<file path="config.mk">
export PLATFORM = sky130hd
export DESIGN_NAME = mem_arbiter
export DESIGN_NICKNAME = d
export VERILOG_FILES = /design/src/rtl/mem_arbiter.sv
export SDC_FILE = /design/constraint.sdc
export NUM_CORES = 1
export LEC_CHECK = 0
export CORE_UTILIZATION = 25
export CTS_CLUSTER_SIZE = 10
export DETAILED_ROUTE_END_ITERATION = 7
export GPL_ROUTABILITY_DRIVEN = 0
export GPL_TIMING_DRIVEN = 0
export PLACE_DENSITY_LB_ADDON = 0.3
export SYNTH_ARGS = -nofsm -noshare
export SYNTH_HDL_FRONTEND = slang
export SYNTH_SLANG_ARGS = --single-unit
</file>
<file path="constraint.sdc">
create_clock -name clk -period 3.23 [get_ports clk]
set_input_delay 0.4845 -clock clk [delete_from_list [all_inputs] [get_ports clk]]
set_output_delay 0.4845 -clock clk [all_outputs]
set_load 0.02 [all_outputs]
</file>
<file path="src/rtl/mem_arbiter.sv">
`default_nettype none
// ============================================================================
// Module   : mem_arbiter
// Purpose  : Shares one unified instruction/data memory port between two
//            requesters (M0 = multicycle core, M1 = loader/debug DMA).
//            The winning request is registered and then driven onto the
//            memory for a fixed read latency. The owner then gets a one-cycle
//            ready pulse together with its registered read data.
// Revision : 1.0 - initial release
// ----------------------------------------------------------------------------
// Parameters
//   AW      address width (byte address, passed through unchanged)
//   DW      data width
//   RD_LAT  memory read latency in cycles, legal range 0..7
//           (0 = combinational read, mem_rd valid with mem_adr)
// Ports
//   clk, reset                 clock, synchronous active-high reset
//   m0_req/we/adr/wd           M0 request; held stable until m0_ready
//   m0_ready, m0_rd            M0 one-cycle completion pulse, read data
//   m1_*                       same as M0, for M1
//   mem_we/adr/wd, mem_rd      shared memory port
//   gnt                        one-hot owner (bit0 = M0, bit1 = M1), 0 idle
//   busy                       high in ACCESS or DONE
// Configuration
//   MEM_ARB_FIXED_PRIO_EN      when defined, M0 wins every tie and no
//                              round-robin history is kept; otherwise ties
//                              alternate between the two requesters.
// ============================================================================
module mem_arbiter #(
  parameter int AW     = 32,
  parameter int DW     = 32,
  parameter int RD_LAT = 0
) (
  input  logic          clk,
  input  logic          reset,
  // M0: core port
  input  logic          m0_req,
  input  logic          m0_we,
  input  logic [AW-1:0] m0_adr,
  input  logic [DW-1:0] m0_wd,
  output logic          m0_ready,
  output logic [DW-1:0] m0_rd,
  // M1: loader / debug DMA port
  input  logic          m1_req,
  input  logic          m1_we,
  input  logic [AW-1:0] m1_adr,
  input  logic [DW-1:0] m1_wd,
  output logic          m1_ready,
  output logic [DW-1:0] m1_rd,
  // Shared memory port
  output logic          mem_we,
  output logic [AW-1:0] mem_adr,
  output logic [DW-1:0] mem_wd,
  input  logic [DW-1:0] mem_rd,
  // Status
  output logic [1:0]    gnt,
  output logic          busy
);

  // The countdown register is 3 bits wide, which covers RD_LAT 0..7.
  localparam logic [2:0] c_rd_lat = 3'(RD_LAT);

  typedef enum logic [1:0] {
    S_IDLE   = 2'd0,
    S_ACCESS = 2'd1,
    S_DONE   = 2'd2
  } state_t;

  state_t          r_state;
  state_t          w_next_state;

  logic [1:0]      r_gnt;
  logic            r_we_q;
  logic [AW-1:0]   r_mem_adr;
  logic [DW-1:0]   r_mem_wd;
  logic [2:0]      r_cnt;
  logic [DW-1:0]   r_m0_rd;
  logic [DW-1:0]   r_m1_rd;

  logic            w_any_req;
  logic            w_win_m1;     // 1: M1 wins the current IDLE arbitration
  logic            w_take;       // grant accepted this cycle
  logic            w_capture;    // last ACCESS cycle of a read
  logic            w_mem_we;
  logic            w_busy;
  logic            w_m0_ready;
  logic            w_m1_ready;

  // --------------------------------------------------------------------------
  // Arbitration
  // --------------------------------------------------------------------------
`ifdef MEM_ARB_FIXED_PRIO_EN
  // M1 is served only when M0 is not asking.
  always_comb begin
    w_any_req = m0_req | m1_req;
    w_win_m1  = ~m0_req;
  end
`else
  // r_last remembers the previous owner (1 = M1). Out of reset it points at
  // M1 so that M0 wins the first tie.
  logic r_last;

  always_comb begin
    w_any_req = m0_req | m1_req;
    if (m0_req && m1_req) begin
      w_win_m1 = ~r_last;
    end else begin
      w_win_m1 = ~m0_req;
    end
  end

  always_ff @(posedge clk) begin
    if (reset) begin
      r_last <= 1'b1;
    end else if (w_take) begin
      r_last <= w_win_m1;
    end
  end
`endif

  // --------------------------------------------------------------------------
  // FSM: state register
  // --------------------------------------------------------------------------
  always_ff @(posedge clk) begin
    if (reset) begin
      r_state <= S_IDLE;
    end else begin
      r_state <= w_next_state;
    end
  end

  // --------------------------------------------------------------------------
  // FSM: next state and outputs
  // --------------------------------------------------------------------------
  always_comb begin
    w_next_state = r_state;
    w_take       = 1'b0;
    w_capture    = 1'b0;
    w_mem_we     = 1'b0;
    w_busy       = 1'b0;
    w_m0_ready   = 1'b0;
    w_m1_ready   = 1'b0;
    case (r_state)
      S_IDLE: begin
        if (w_any_req) begin
          w_take       = 1'b1;
          w_next_state = S_ACCESS;
        end
      end
      S_ACCESS: begin
        w_busy   = 1'b1;
        // A write occupies exactly one ACCESS cycle.
        w_mem_we = r_we_q;
        if (r_we_q || (r_cnt == 3'd0)) begin
          w_capture    = ~r_we_q;
          w_next_state = S_DONE;
        end
      end
      S_DONE: begin
        w_busy       = 1'b1;
        w_m0_ready   = r_gnt[0];
        w_m1_ready   = r_gnt[1];
        w_next_state = S_IDLE;
      end
      default: begin
        w_next_state = S_IDLE;
      end
    endcase
  end

  // --------------------------------------------------------------------------
  // Datapath: registered request, latency counter, read-data capture
  // --------------------------------------------------------------------------
  always_ff @(posedge clk) begin
    if (reset) begin
      r_gnt     <= 2'b00;
      r_we_q    <= 1'b0;
      r_mem_adr <= '0;
      r_mem_wd  <= '0;
      r_cnt     <= 3'd0;
      r_m0_rd   <= '0;
      r_m1_rd   <= '0;
    end else begin
      if (w_take) begin
        r_gnt     <= w_win_m1 ? 2'b10 : 2'b01;
        r_we_q    <= w_win_m1 ? m1_we  : m0_we;
        r_mem_adr <= w_win_m1 ? m1_adr : m0_adr;
        r_mem_wd  <= w_win_m1 ? m1_wd  : m0_wd;
        r_cnt     <= c_rd_lat;
      end else if (r_state == S_DONE) begin
        r_gnt <= 2'b00;
      end

      if ((r_state == S_ACCESS) && !r_we_q && (r_cnt != 3'd0)) begin
        r_cnt <= r_cnt - 3'd1;
      end

      // Only the owner's read register is touched; the other side keeps
      // whatever it last captured.
      if (w_capture) begin
        if (r_gnt[1]) begin
          r_m1_rd <= mem_rd;
        end else begin
          r_m0_rd <= mem_rd;
        end
      end
    end
  end

  // --------------------------------------------------------------------------
  // Output assignments
  // --------------------------------------------------------------------------
  assign mem_we   = w_mem_we;
  assign mem_adr  = r_mem_adr;
  assign mem_wd   = r_mem_wd;
  assign gnt      = r_gnt;
  assign busy     = w_busy;
  assign m0_ready = w_m0_ready;
  assign m1_ready = w_m1_ready;
  assign m0_rd    = r_m0_rd;
  assign m1_rd    = r_m1_rd;

endmodule
`default_nettype wire

</file>
==> results.txt <==
STA classifies the critical path startpoint as a register. The arrival time of data at the critical path endpoint is 1820 ps. The clock-pin transition on the worst setup and hold timing paths came out at 70 ps.

The power spent charging and discharging nets came out at 1510 uW. The number of gates given a new drive strength after cts came out at 0. The die outline height is 155 um.

The average size of a mapped cell is 11.1 um^2. The startpoint identified for the worst register-to-register timing path is r_state[0]. In the final layout, the share of cells above drive strength 1 is 8.77%. The number of DRC violations after detailed routing came out at 0. The total overflow reported by the global router came out at 0. TritonCTS built the clock tree. The signal on the critical path passes through inv_1 -> ha_1 -> and2_1 -> clkdlybuf4s50_1.

For this design, the slowest cell found on the critical path is sky130_fd_sc_hd__clkdlybuf4s50_1. The maximum clock frequency is 0.435 GHz. The die area came out at 23,900 um^2. The max-slew violation count was 0. Tracing the worst setup path back leads to its startpoint at r_state[1]. The layout-stage area growth over the synthesis result came out at 67.5%. At the worst endpoint, the required time is 2750 ps. The number of buffers inserted for hold repair after clock tree synthesis is 0. Once detail routing completed, the nets flagged for antenna violations numbered 0.

The path class of the tightest hold or removal check is reg2reg. The fill cell total of the finished layout came out at 2,219. In this run the deepest clock path goes through 2 buffers.

The total routing resource utilization after global routing came out at 16.1%. The instance count of the mapped netlist is 525. The die is 155 um wide. The detailed-route wire length per cell is 16.3 um.

Cells fill 42.8% of the core in the end. Entering global routing, the biggest net connects 17 pins. When the netlist entered floorplanning its net count stood at 697. The count of endpoints failing hold in the final timing report came to 0.

The number of global-route vias before repair came out at 5,338. In the layout the commonest cells are sky130_fd_sc_hd__clkdlybuf4s50_1 (298), sky130_fd_sc_hd__dfxtp_1 (137), sky130_fd_sc_hd__nand2b_1 (100). Setup repair after global routing left no endpoint under its margin. The worst setup slack after placement is 1100 ps.

After layout, the design draws a total of 5040 uW. The share of the synthesized area in the top cell type came out at 47.1%. The slew at the pin with the worst max-slew slack is 489 ps. Internal power comes to 3520 uW. The end point of the critical path is mem_we.

The clock group share of total power came out at 37.5%. The number of detailed-routing iterations run before antenna repair came out at 4. The cell area that synthesis handed to floorplanning was 5830 um^2. For the worst flop-to-flop path, the logic depth is 7. Counting buffers and inverters, the worst setup path is 4 cells deep. Dividing the final minimum period by the clock period gives 71.2%. The initial antenna violation count came out at 0. The number of CTS-inserted buffers came out at 17. The worst register-to-register path ends at mem_wd[13]. The worst clock skew on the final layout is 8.54 ps. The critical path is of the reg2out type.

STA classifies the critical path endpoint as a primary output. For this design the top-level I/O count stands at 300. The cell family contributing the most delay on the critical path is buffers and inverters. The number of warning messages in the yosys log is 0.

The total length of routed wires came out at 19,000 um. The total buffers and inverters traversed by the critical path came out at 2. The worst-case vdd ir drop came out at 0.000270 V. The core outline area came out at 22,800 um^2. Sorting the synthesized cells by area gives the leading types as sky130_fd_sc_hd__dfxtp_1 (47%), sky130_fd_sc_hd__a221o_1 (11%), sky130_fd_sc_hd__mux2i_1 (11%).

After the first detailed-routing iteration, the DRC count stood at 201. The number of levels in the clock H-tree is 4. Across the run, the number of max-cap violations was 0. Port buffering added 298 buffers. The clock insertion delay at the later pin of the skew report is 420 ps. The setup slack on the worst flop-to-flop path came out at 1430 ps.

The via total after detailed routing came out at 5,138. Of the total power, the share spent switching nets is 30.0%. The total leakage power came out at 0.00370 uW.

The count of state elements after synthesis is 137. The remaining max-slew budget at the tightest pin came out at 67.4%. The post-route worst setup slack is 929 ps. The final-layout worst hold slack is 471 ps. Per report_power, the combinational group accounts for 24.3% of the total. The setup total negative slack is 0 ps. The clock tree root buffer cell is sky130_fd_sc_hd__clkbuf_16. Summed over all nets, the half-perimeter wirelength after detailed placement is 14,300 um. Yosys mapped the design onto 35 distinct sky130hd cell types. Sequential elements use 47.1% of the synthesized area. The top cell type by total area after synthesis is sky130_fd_sc_hd__dfxtp_1. The final-report setup violation count is 0.

The total power density per cell area is 516 nW/um^2. The initial core utilization is 25.6%. The largest fanout of any net on the critical path is 3.

The final antenna diode count is 0. The number of rows created at floorplan came out at 55. Counting every sink on the clock net gives 137.

The flow ran to the end, and the final reports show no timing, DRC or antenna violations. The worst stage delay on the critical path is 650 ps. The post-CTS setup buffer count came out at 0.

The share of total power dissipated in sequential elements is 38.2%. The net count reported at finish came out at 1,014. The smallest clock period supported by the final layout is computed as 2300 ps. The ratio of routed vias to standard cells came out at 4.40. The most common cell after layout, fill and taps aside is sky130_fd_sc_hd__clkdlybuf4s50_1. The first global-routing pass estimated 29,600 um of wire.
synth_stat cells:
library cell	instances
sky130_fd_sc_hd__a21oi_1	4
sky130_fd_sc_hd__nor3b_1	65
sky130_fd_sc_hd__nor3_2	1
sky130_fd_sc_hd__buf_4	13
sky130_fd_sc_hd__nand2b_1	100
sky130_fd_sc_hd__nand2b_4	1
sky130_fd_sc_hd__o21ba_2	1
sky130_fd_sc_hd__nand3_1	2
sky130_fd_sc_hd__o22ai_1	1
sky130_fd_sc_hd__a211o_1	1
sky130_fd_sc_hd__nand2_1	1
sky130_fd_sc_hd__or3_1	1
sky130_fd_sc_hd__inv_1	4
sky130_fd_sc_hd__dfxtp_1	137
sky130_fd_sc_hd__a211oi_2	1
sky130_fd_sc_hd__nor3_4	1
sky130_fd_sc_hd__buf_6	9
sky130_fd_sc_hd__a221o_1	65
sky130_fd_sc_hd__a211oi_1	2
sky130_fd_sc_hd__clkbuf_1	10
sky130_fd_sc_hd__nor2_1	3
sky130_fd_sc_hd__ha_1	6
sky130_fd_sc_hd__mux2i_1	65
sky130_fd_sc_hd__and2_1	3
sky130_fd_sc_hd__and3b_1	1
sky130_fd_sc_hd__o211ai_1	3
sky130_fd_sc_hd__clkbuf_4	3
sky130_fd_sc_hd__o21a_1	1
sky130_fd_sc_hd__and2b_1	3
sky130_fd_sc_hd__o21ai_0	1
sky130_fd_sc_hd__buf_2	11
sky130_fd_sc_hd__nand3_2	1
sky130_fd_sc_hd__nor2b_1	2
sky130_fd_sc_hd__a22oi_1	1
sky130_fd_sc_hd__nand2_2	1
tightest hold or removal path: stages (launching register included):
cell	delay, ps
sky130_fd_sc_hd__dfxtp_1	310
sky130_fd_sc_hd__nand2b_1	60
sky130_fd_sc_hd__mux2i_1	50
power groups by stage:
stage / Clock (uW) / Sequential (uW) / Combinational (uW)
6_report: 1890 / 1920 / 1230
5_1_grt: 2020 / 1940 / 1300
4_1_cts: 1940 / 1920 / 1240
3_5_place_dp: 0 / 1960 / 1240
3_3_place_gp: 0 / 1960 / 1240
2_1_floorplan: 0 / 2130 / 422
logic make-up (layout without fill, tap and decap cells):
logic type | count (synthesis) | count (layout) | synth area share (%)
AND/OR/NAND/NOR | 186 | 186 | 21.7
AO/OA/AOI/OAI | 81 | 81 | 13.1
adder cells (fa/ha/maj) | 6 | 6 | 1.29
multiplexers | 65 | 65 | 11.2
buffers and inverters | 50 | 380 | 5.65
flip-flops | 137 | 137 | 47.1
registers in the layout, summed over array words and instances (netlist names):
register and count:
r_we_q 1, r_last 1, mem_wd 32, m0_rd 32, m1_rd 32, mem_adr 32
r_cnt 3, r_state 2, gnt 2
metrics by stage:
stage	area (um^2)	instances
floorplan	5830	525
global placement	9200	1136
CTS	9760	1168
finish	9760	1168
global route	9760	1168
detailed placement	9200	1136
area by class of cell:
| type | count | area, um^2 | area share, % |
|---|---|---|---|
| repair buffers | 298 | 2980 | 30.6 |
| flip-flops and latches | 137 | 2740 | 28.1 |
| clock buffers | 17 | 425 | 4.36 |
| clock inverters | 15 | 131 | 1.35 |
| plain buffers | 46 | 314 | 3.22 |
| inverters | 4 | 15.0 | 0.154 |
| well taps | 313 | 392 | 4.01 |
| multi-input cells | 338 | 2760 | 28.2 |
worst min path at each step:
| stage | start | endpoint | slack, ps | depth (start not counted) |
|---|---|---|---|---|
| global route | m0_rd[1] | m0_rd[1] | 490 | 2 |
| global placement | m0_rd[16] | m0_rd[16] | 460 | 2 |
| floorplan | r_state[1] | r_state[1] | 470 | 2 |
| CTS | m0_rd[21] | m0_rd[21] | 480 | 2 |
| detailed placement | m0_rd[25] | m0_rd[25] | 460 | 2 |
| finish | m0_rd[21] | m0_rd[21] | 470 | 2 |
per-layer routing:
metal	global-route usage, %	up-vias	wire, um
li1	-	2546	-
met1	19.2	2362	8210
met2	26.2	207	8850
met3	6.44	23	1650
met4	5.47	0	342
met5	0	-	0
Power figures use the tool's default switching activity.
